===== config.mk =====
export PLATFORM = sky130hd
export DESIGN_NAME = exec_ctrl_fsm
export DESIGN_NICKNAME = d
export VERILOG_FILES = /design/src/rtl/exec_ctrl_fsm_pkg.sv /design/src/rtl/exec_ctrl_fsm_wait_timer.sv /design/src/rtl/exec_ctrl_fsm.sv
export SDC_FILE = /design/constraint.sdc
export NUM_CORES = 1
export LEC_CHECK = 0
export CAP_MARGIN = 25
export CORE_ASPECT_RATIO = 0.5
export CORE_MARGIN = 2
export CORE_UTILIZATION = 41
export DETAILED_ROUTE_END_ITERATION = 6
export PLACE_DENSITY = 0.71
export SLEW_MARGIN = 20
export SYNTH_ARGS = -nofsm -noshare
export SYNTH_HDL_FRONTEND = slang
export SYNTH_SLANG_ARGS = --single-unit

===== constraint.sdc =====
create_clock -name clk -period 3.4 [get_ports clk]
set_input_delay 0.68 -clock clk [delete_from_list [all_inputs] [get_ports clk]]
set_output_delay 0.68 -clock clk [all_outputs]
set_load 0.01 [all_outputs]

===== src/rtl/exec_ctrl_fsm_pkg.sv =====
// Shared definitions for the execution control FSM.
// State encodings are also used by the datapath and the bench.
package exec_ctrl_fsm_pkg;

  localparam int STATE_W = 3;

  localparam logic [STATE_W-1:0] ST_IDLE     = 3'd0;
  localparam logic [STATE_W-1:0] ST_FETCH    = 3'd1;
  localparam logic [STATE_W-1:0] ST_LOAD_REG = 3'd2;
  localparam logic [STATE_W-1:0] ST_ALU      = 3'd3;
  localparam logic [STATE_W-1:0] ST_MEM      = 3'd4;
  localparam logic [STATE_W-1:0] ST_WB       = 3'd5;
  localparam logic [STATE_W-1:0] ST_HALT     = 3'd6;
  localparam logic [STATE_W-1:0] ST_FAULT    = 3'd7;

  typedef enum logic [STATE_W-1:0] {
    S_IDLE     = ST_IDLE,
    S_FETCH    = ST_FETCH,
    S_LOAD_REG = ST_LOAD_REG,
    S_ALU      = ST_ALU,
    S_MEM      = ST_MEM,
    S_WB       = ST_WB,
    S_HALT     = ST_HALT,
    S_FAULT    = ST_FAULT
  } state_t;

  function automatic logic is_busy(input state_t s);
    return !(s == S_IDLE || s == S_HALT || s == S_FAULT);
  endfunction

endpackage


===== src/rtl/exec_ctrl_fsm_wait_timer.sv =====
// Memory-wait timeout counter, shared by the FETCH and MEM states.
// TIMEOUT of 0 disables the hit output.
module exec_ctrl_fsm_wait_timer #(
  parameter int TIMEOUT  = 15,
  parameter int TO_CNT_W = 4
) (
  input  logic i_clk,
  input  logic i_rst,
  input  logic i_clr,
  input  logic i_en,
  output logic o_hit
);

  localparam logic [TO_CNT_W-1:0] LP_LAST = TO_CNT_W'(TIMEOUT - 1);

  logic [TO_CNT_W-1:0] r_cnt;

  always_ff @(posedge i_clk or posedge i_rst) begin
    if (i_rst) begin
      r_cnt <= '0;
    end else if (i_clr) begin
      r_cnt <= '0;
    end else if (i_en) begin
      r_cnt <= r_cnt + 1'b1;
    end
  end

  assign o_hit = (TIMEOUT != 0) && (r_cnt == LP_LAST);

endmodule


===== src/rtl/exec_ctrl_fsm.sv =====
// Execution control FSM: fetch, operand load, ALU, optional memory,
// write-back, halt and fault handling with a retired-instruction count.
module exec_ctrl_fsm
  import exec_ctrl_fsm_pkg::*;
#(
  parameter int TIMEOUT       = 15,
  parameter int TO_CNT_W      = 4,
  parameter int HAS_MEM_STAGE = 1,
  parameter int CNT_W         = 16
) (
  input  logic               clk,
  input  logic               rst,
  input  logic               start,
  input  logic               halt_req,
  input  logic               condition_code_check,
  input  logic               is_mem_op,
  input  logic               is_halt_op,
  input  logic               imem_ack,
  input  logic               dmem_ack,
  output logic [STATE_W-1:0] current_state,
  output logic               imem_req,
  output logic               dmem_req,
  output logic               pc_inc,
  output logic               reg_load_en,
  output logic               alu_en,
  output logic               wb_en,
  output logic               busy,
  output logic               fault,
  output logic [CNT_W-1:0]   instr_count
);

  state_t           r_state;
  state_t           w_next;
  state_t           w_fetch_tgt;
  logic             r_halt_pend;
  logic [CNT_W-1:0] r_instr_count;
  logic             r_imem_req;
  logic             r_dmem_req;
  logic             r_reg_load_en;
  logic             r_alu_en;
  logic             r_wb_en;
  logic             r_busy;
  logic             r_fault;
  logic             w_wait_ack;
  logic             w_to_en;
  logic             w_to_clr;
  logic             w_to_hit;
  logic             w_retire;

  // Every "next instruction" path diverts to HALT when one is requested.
  always_comb begin
    w_fetch_tgt = (r_halt_pend || halt_req) ? S_HALT : S_FETCH;
    w_next      = r_state;
    unique case (r_state)
      S_IDLE: begin
        if (start) w_next = S_FETCH;
      end
      S_FETCH: begin
        if (imem_ack)      w_next = S_LOAD_REG;
        else if (w_to_hit) w_next = S_FAULT;
      end
      S_LOAD_REG: begin
        if (is_halt_op)                 w_next = S_HALT;
        else if (!condition_code_check) w_next = w_fetch_tgt;
        else                            w_next = S_ALU;
      end
      S_ALU: begin
        if (HAS_MEM_STAGE != 0 && is_mem_op) w_next = S_MEM;
        else                                 w_next = S_WB;
      end
      S_MEM: begin
        if (dmem_ack)      w_next = S_WB;
        else if (w_to_hit) w_next = S_FAULT;
      end
      S_WB: begin
        w_next = w_fetch_tgt;
      end
      S_HALT: begin
        if (start) w_next = S_FETCH;
      end
      S_FAULT: begin
        w_next = S_FAULT;
      end
      default: begin
        w_next = S_IDLE;
      end
    endcase
  end

  always_comb begin
    w_wait_ack = (r_state == S_FETCH) ? imem_ack : dmem_ack;
    w_to_en    = (r_state == S_FETCH || r_state == S_MEM) && !w_wait_ack;
    w_to_clr   = (w_next != r_state) &&
                 (w_next == S_FETCH || w_next == S_MEM);
    w_retire   = (r_state == S_WB) ||
                 (r_state == S_LOAD_REG && is_halt_op);
  end

  exec_ctrl_fsm_wait_timer #(
    .TIMEOUT  (TIMEOUT),
    .TO_CNT_W (TO_CNT_W)
  ) u_wait_timer (
    .i_clk (clk),
    .i_rst (rst),
    .i_clr (w_to_clr),
    .i_en  (w_to_en),
    .o_hit (w_to_hit)
  );

  always_ff @(posedge clk or posedge rst) begin
    if (rst) begin
      r_state       <= S_IDLE;
      r_halt_pend   <= 1'b0;
      r_instr_count <= '0;
      r_imem_req    <= 1'b0;
      r_dmem_req    <= 1'b0;
      r_reg_load_en <= 1'b0;
      r_alu_en      <= 1'b0;
      r_wb_en       <= 1'b0;
      r_busy        <= 1'b0;
      r_fault       <= 1'b0;
    end else begin
      r_state <= w_next;
      if (w_next == S_HALT) begin
        r_halt_pend <= 1'b0;
      end else if (halt_req && is_busy(r_state)) begin
        r_halt_pend <= 1'b1;
      end
      if (w_retire) begin
        r_instr_count <= r_instr_count + 1'b1;
      end
      r_imem_req    <= (w_next == S_FETCH);
      r_dmem_req    <= (w_next == S_MEM);
      r_reg_load_en <= (w_next == S_LOAD_REG);
      r_alu_en      <= (w_next == S_ALU);
      r_wb_en       <= (w_next == S_WB);
      r_busy        <= is_busy(w_next);
      r_fault       <= (w_next == S_FAULT);
    end
  end

  assign current_state = r_state;
  assign imem_req      = r_imem_req;
  assign dmem_req      = r_dmem_req;
  assign pc_inc        = (r_state == S_FETCH) && imem_ack;
  assign reg_load_en   = r_reg_load_en;
  assign alu_en        = r_alu_en;
  assign wb_en         = r_wb_en;
  assign busy          = r_busy;
  assign fault         = r_fault;
  assign instr_count   = r_instr_count;

endmodule


Word-level counts from Yosys, hierarchy flattened
Cells that the tools add are included.
Widths: inputs -> output; s select.
- register bits after elaboration: 31
- output and inout bits: 27
- word-level logic and storage cells: 64
- add/subtract/negate cells: 2
- equality and inequality tests: 16
- mux-type cells: 14
- reduce and logical (&&, ||, !) cells: 21
- operators by type and width (cell ; count):
    $eq 3x3->1 const B ; 8
    $mux 3 ; 7
    $pmux 3 s7 ; 1
    $add 16x1->16 const B ; 1
    $eq 3x2->1 const B ; 4
    $logic_or 1x1->1 ; 8
    $mux 4 ; 2
    $eq 3x1->1 const B ; 2
    $logic_not 3->1 ; 2
    $logic_and 1x1->1 ; 5
    $add 4x1->4 const B ; 1
    $eq 4x4->1 const B ; 1
    $mux 1 ; 4
    $reduce_bool 2->1 ; 2
    $logic_not 1->1 ; 3
    $ne 3x3->1 ; 1
    $reduce_or 2->1 ; 1

Depth between registers and ports, before layout
- depth in word-level cells: 9
- mapped depth: 8
- depth with buffers taken out: 8

Modules after synthesis
Synthesis repeated with hierarchy kept, for this count alone.
- cells, all modules: 154
- area, all modules: 1624.1 um^2
- modules (own cells, without submodules) (module ; instances ; cells an instance ; area each (um^2)):
    exec_ctrl_fsm ; 1 ; 134 ; 1407.6
    exec_ctrl_fsm_wait_timer ; 1 ; 20 ; 216.5

Least setup slack after synthesis
OpenSTA, ideal clock, no wires.
- path type: input port to flip-flop
- from: in halt_req
- to: reg r_fault (netlist: fault)
- library setup time: 0.117 ns
- data arrival time: 1.786 ns
- data required time: 3.283 ns
- slack: 1.498 ns
- cell stages on the path: 6
- cells stage by stage: or4_1 -> nand3_1 -> o311a_4 -> inv_4 -> and2_4 -> and2_4
- cells in the longest elaborated chain, start to end: 6
- ends and longest elaborated chain (item ; line ; text):
    start, declared ; exec_ctrl_fsm.sv:14 ; input logic halt_req,
    $logic_or 1x1->1 * ; exec_ctrl_fsm.sv:52 ; w_fetch_tgt = (r_halt_pend || halt_req) ? S_HALT : S_FETCH;
    $mux 3 * ; exec_ctrl_fsm.sv:52 ;
    $mux 3 ; exec_ctrl_fsm.sv:64 ; else if (!condition_code_check) w_next = w_fetch_tgt;
    $mux 3 ; exec_ctrl_fsm.sv:63 ; if (is_halt_op) w_next = S_HALT;
    $pmux 3 s7 * ; exec_ctrl_fsm.sv:54 ; unique case (r_state)
    via w_next[1] ; exec_ctrl_fsm.sv:33 ; state_t w_next;
    $eq 3x3->1 * ; exec_ctrl_fsm.sv:138 ; r_fault <= (w_next == S_FAULT);
    end signal, assigned ; exec_ctrl_fsm.sv:138 ;
    end, declared ; exec_ctrl_fsm.sv:43 ; logic r_fault;
Mark *: on every way through the listed nets, which the timed path passes. The rest lies on a longest branch.
A chain may end at the register's enable or synchronous reset.

Worst setup path after layout
- from: in imem_ack
- to: out pc_inc
- cells in the longest elaborated chain, start to end: 1
- ends and longest elaborated chain (item ; line ; text):
    start, declared ; exec_ctrl_fsm.sv:18 ; input logic imem_ack,
    $logic_and 1x1->1 ; exec_ctrl_fsm.sv:145 ; assign pc_inc = (r_state == S_FETCH) && imem_ack;
    end, declared ; exec_ctrl_fsm.sv:23 ; output logic pc_inc,
No other way between the ends.

==> results.yml <==
placed_design:
  dp_hpwl_um: 2210
  numPortBuffers: 35
  dp.cells: 228
  place.gp.congestion: 0.809
routing:
  detail_route.first_pass.iterations: 4
  wirelength_met1_um: 1590
  first_iter_violations: 32
  highest-signal-layer: "met3"
  wire_per_inst_um: 13.4
  route.detailed.drc: 0
  detailroute.wirelength.met2_um: 1450
  wl_um: 3160
  num_vias: 1192
  route.met3.wl_um: 126
  drtAntennaViolNets: 0
  drt-vias-per-instance: 5.05
worst_setup_path:
  crit_top_cell: "sky130_fd_sc_hd__clkdlybuf4s50_1"
  critical_path.max_stage_delay_ns: 0.57
  r2r_cells: 5
  crit_slowest_cell: "sky130_fd_sc_hd__clkdlybuf4s50_1"
  worst-path-max-fanout: 6
  start_kind: "input port"
  cp_data_required_time_ns: 2.72
  path_cells: "clkdlybuf4s50_1, nor4bb_1, clkdlybuf4s50_1"
  setup.worst_path.class: "in -> out"
  worst_setup_path_end_kind: "primary output"
  worst-endpoint-arrival_ns: 2.03
cts:
  cts.reportedPaths.clkPinSlew_ns: 0.07
  clk_root_buffer_cell: "sky130_fd_sc_hd__clkbuf_8"
  clock_tree.buffer_depth: 2
  clk_latency_ns: 0.27
  cts.htree.levels: 2
  post_cts.repair.setup_buffers: 0
  clock_sink_count: 31
  tritoncts_clock_tree: "built"
  cts_hold_repair.buffers: 0
  cts_made_buffers: 5
  ctsResizeCount: 0
final_layout:
  diodes: 0
  ff_latch_area_sq_um: 776
  num-fill-cells: 313
  area_delta_synth_final_pct: 32.0
  multiInputGateArea_sq_um: 766
  layout-drive-gt1-share_pct: 15.1
  count_of_placed_standard_cells_in_the_final_layout_fillers_left_out: 236
  finish.net_count: 196
timing:
  finalClockSkew_ns: 0.00924
  fin_crit_ns: 2.71
  rel_slew_slack_pct: 67.1
  timing_worst_slew_pin_value_ns: 0.494
  fin_tns_setup_ns: 0
  setup_viol: 0
  layout_worst_path_cycle_share_pct: 79.7
  grt_setup_unrepaired: "false"
  maxClockFrequency_mhz: 369
  hold_viol_final: 0
  timing_max_transition_violations_final: 0
worst_hold_path:
  hold_path_class: "reg -> reg"
  hold_depth: 1
floorplanning:
  die_w_um: 92.4
  fp.dieH_um: 48.2
  initial_utilization_pct: 44.7
  core-area_sq_mm: 0.00358
  num_rows: 15
  die-area_sq_mm: 0.00445
  ioPinCount: 36
power_and_ir_drop:
  leakagePower_nw: 0.948
  power_mw: 1.76
  power_density_mw_per_mm2: 832
  ir_worst_vdd_v: 0.000357
grt:
  grt_first_pass_wirelength_um: 5070
  pin_count_of_the_biggest_net_entering_global_routing: 32
  grt_util_all_layers_pct: 14.7
  via_count_of_the_first_global_routing_pass: 1158
  grt-ovfl-total: 0
  number_of_antenna_violations_at_the_first_check_in_global_routing: 0
yosys:
  ys_dominant_reg_cell: "sky130_fd_sc_hd__dfrtp_1"
  synth-edff-count: 0
  syn-cell-area_sq_mm: 0.00160
  netlist-cell-type-count: 48
  synthesis.area_per_instance_sq_um: 11.0
  gate_count_after_technology_mapping: 145
  async_set_or_reset_flop_fraction_in_the_synthesized_netlist_pct: 100
  yosys_register_bits: 31
  ys_seq_area_share_pct: 48.4
  postSynthNetCount: 157
  yosys_warnings: 0
run:
  timing.max_cap.violations: 0
status:
  result_of_the_run: "complete, no violations"
-- stage by stage --
step	setup WS [ns]	area [sq um]	hold slack (ns)	util (%)
after floorplan	1.50	1600	0.504	-
after global placement	0.711	2000	0.456	55.7
after detailed placement	0.695	2000	0.456	55.7
after CTS	0.698	2110	0.469	59.0
after global routing	0.591	2110	0.498	59.0
final	0.690	2110	0.468	59.0
-- state kept, by name, summed over array words and instances, names as in the netlist --
signal              flops
busy                    1
alu_en                  1
reg_load_en             1
fault                   1
dmem_req                1
r_halt_pend             1
wb_en                   1
u_wait_timer.r_cnt      4
instr_count            16
imem_req                1
current_state           3
-- cells in the final DEF, fill, tap and decap left out, types with 2 or more instances in the layout --
cell	Yosys	routed
sky130_fd_sc_hd__inv_1	7	7
sky130_fd_sc_hd__ha_1	3	3
sky130_fd_sc_hd__clkbuf_8	0	6
sky130_fd_sc_hd__nand2_1	9	9
sky130_fd_sc_hd__and3_2	2	2
sky130_fd_sc_hd__nor3b_1	2	2
sky130_fd_sc_hd__nor2b_1	3	3
sky130_fd_sc_hd__dfrtp_1	31	31
sky130_fd_sc_hd__o21ai_0	3	3
sky130_fd_sc_hd__xor2_1	9	9
sky130_fd_sc_hd__nand3_1	4	4
sky130_fd_sc_hd__o211ai_1	2	2
sky130_fd_sc_hd__mux2i_1	2	2
sky130_fd_sc_hd__nor2_1	7	7
sky130_fd_sc_hd__and3_1	4	4
sky130_fd_sc_hd__a21oi_1	8	8
sky130_fd_sc_hd__and2_4	2	2
sky130_fd_sc_hd__xnor2_1	9	9
sky130_fd_sc_hd__and4_1	2	2
sky130_fd_sc_hd__nand4_1	4	4
sky130_fd_sc_hd__clkdlybuf4s50_1	0	35
sky130_fd_sc_hd__nor3_1	2	2
-- worst paths after layout --
| check | start | endpoint | slack (ns) |
|---|---|---|---|
| setup / recovery | imem_ack | pc_inc | 0.69 |
| hold / removal | instr_count[15]$_DFFE_PP0P_ | instr_count[15]$_DFFE_PP0P_ | 0.47 |
| setup reg to reg | current_state[1]$_DFF_PP0_ | u_wait_timer.r_cnt[1]$_DFFE_PP0P_ | 1.41 |
| hold reg to reg | instr_count[15]$_DFFE_PP0P_ | instr_count[15]$_DFFE_PP0P_ | 0.47 |
| max in group asynchronous | rst | instr_count[7]$_DFFE_PP0P_ | 2.32 |
| min in group asynchronous | rst | alu_en$_DFF_PP0_ | 0.79 |
-- kinds of logic after synthesis --
family	Yosys count	share of synthesized area [%]
flip-flops	31	48.4
multiplexers	3	1.95
XOR/XNOR	19	10.9
buffers and inverters	12	3.75
adder cells (fa/ha/maj)	3	2.34
AO/OA/AOI/OAI	26	13.1
AND/OR/NAND/NOR	51	19.5
-- critical path, delay by kind of cell --
family	cells	cell delay, ns
and+or+nand+nor	1	0.22
buffers and inverters	2	1.13
-- cells in the mapped netlist (4+ instances only) --
cell type                  n  area, sq um
sky130_fd_sc_hd__a21oi_1   8         40.0
sky130_fd_sc_hd__and3_1    4         25.0
sky130_fd_sc_hd__dfrtp_1  31          776
sky130_fd_sc_hd__inv_1     7         26.3
sky130_fd_sc_hd__nand2_1   9         33.8
sky130_fd_sc_hd__nand3_1   4         20.0
sky130_fd_sc_hd__nand4_1   4         25.0
sky130_fd_sc_hd__nor2_1    7         26.3
sky130_fd_sc_hd__xnor2_1   9         78.8
sky130_fd_sc_hd__xor2_1    9         78.8
-- layer usage --
layer | GRT usage [%] | up-vias
li1 | - | 590
met1 | 18.7 | 577
met2 | 26.6 | 25
met3 | 4.17 | 0
met4 | 2.69 | 0
met5 | 0 | -
-- area by class of cell --
class | instances | area share [%]
Clock buffer | 6 | 3.91
Clock inverter | 2 | 1.66
Inverter | 8 | 1.54
Multi-Input combinational cell | 102 | 36.2
Sequential cell | 31 | 36.7
Tap cell | 51 | 3.02
Timing Repair Buffer | 36 | 16.9
-- where the power goes --
part | switching, mW | internal (mW) | leakage (nW) | total (mW)
sequential | 0.135 | 0.469 | 0.406 | 0.604
combinational | 0.372 | 0.414 | 0.481 | 0.786
clock | 0.132 | 0.237 | 0.0612 | 0.369
total | 0.638 | 1.12 | 0.948 | 1.76
Note: power is estimated with default switching activity, not from simulation.
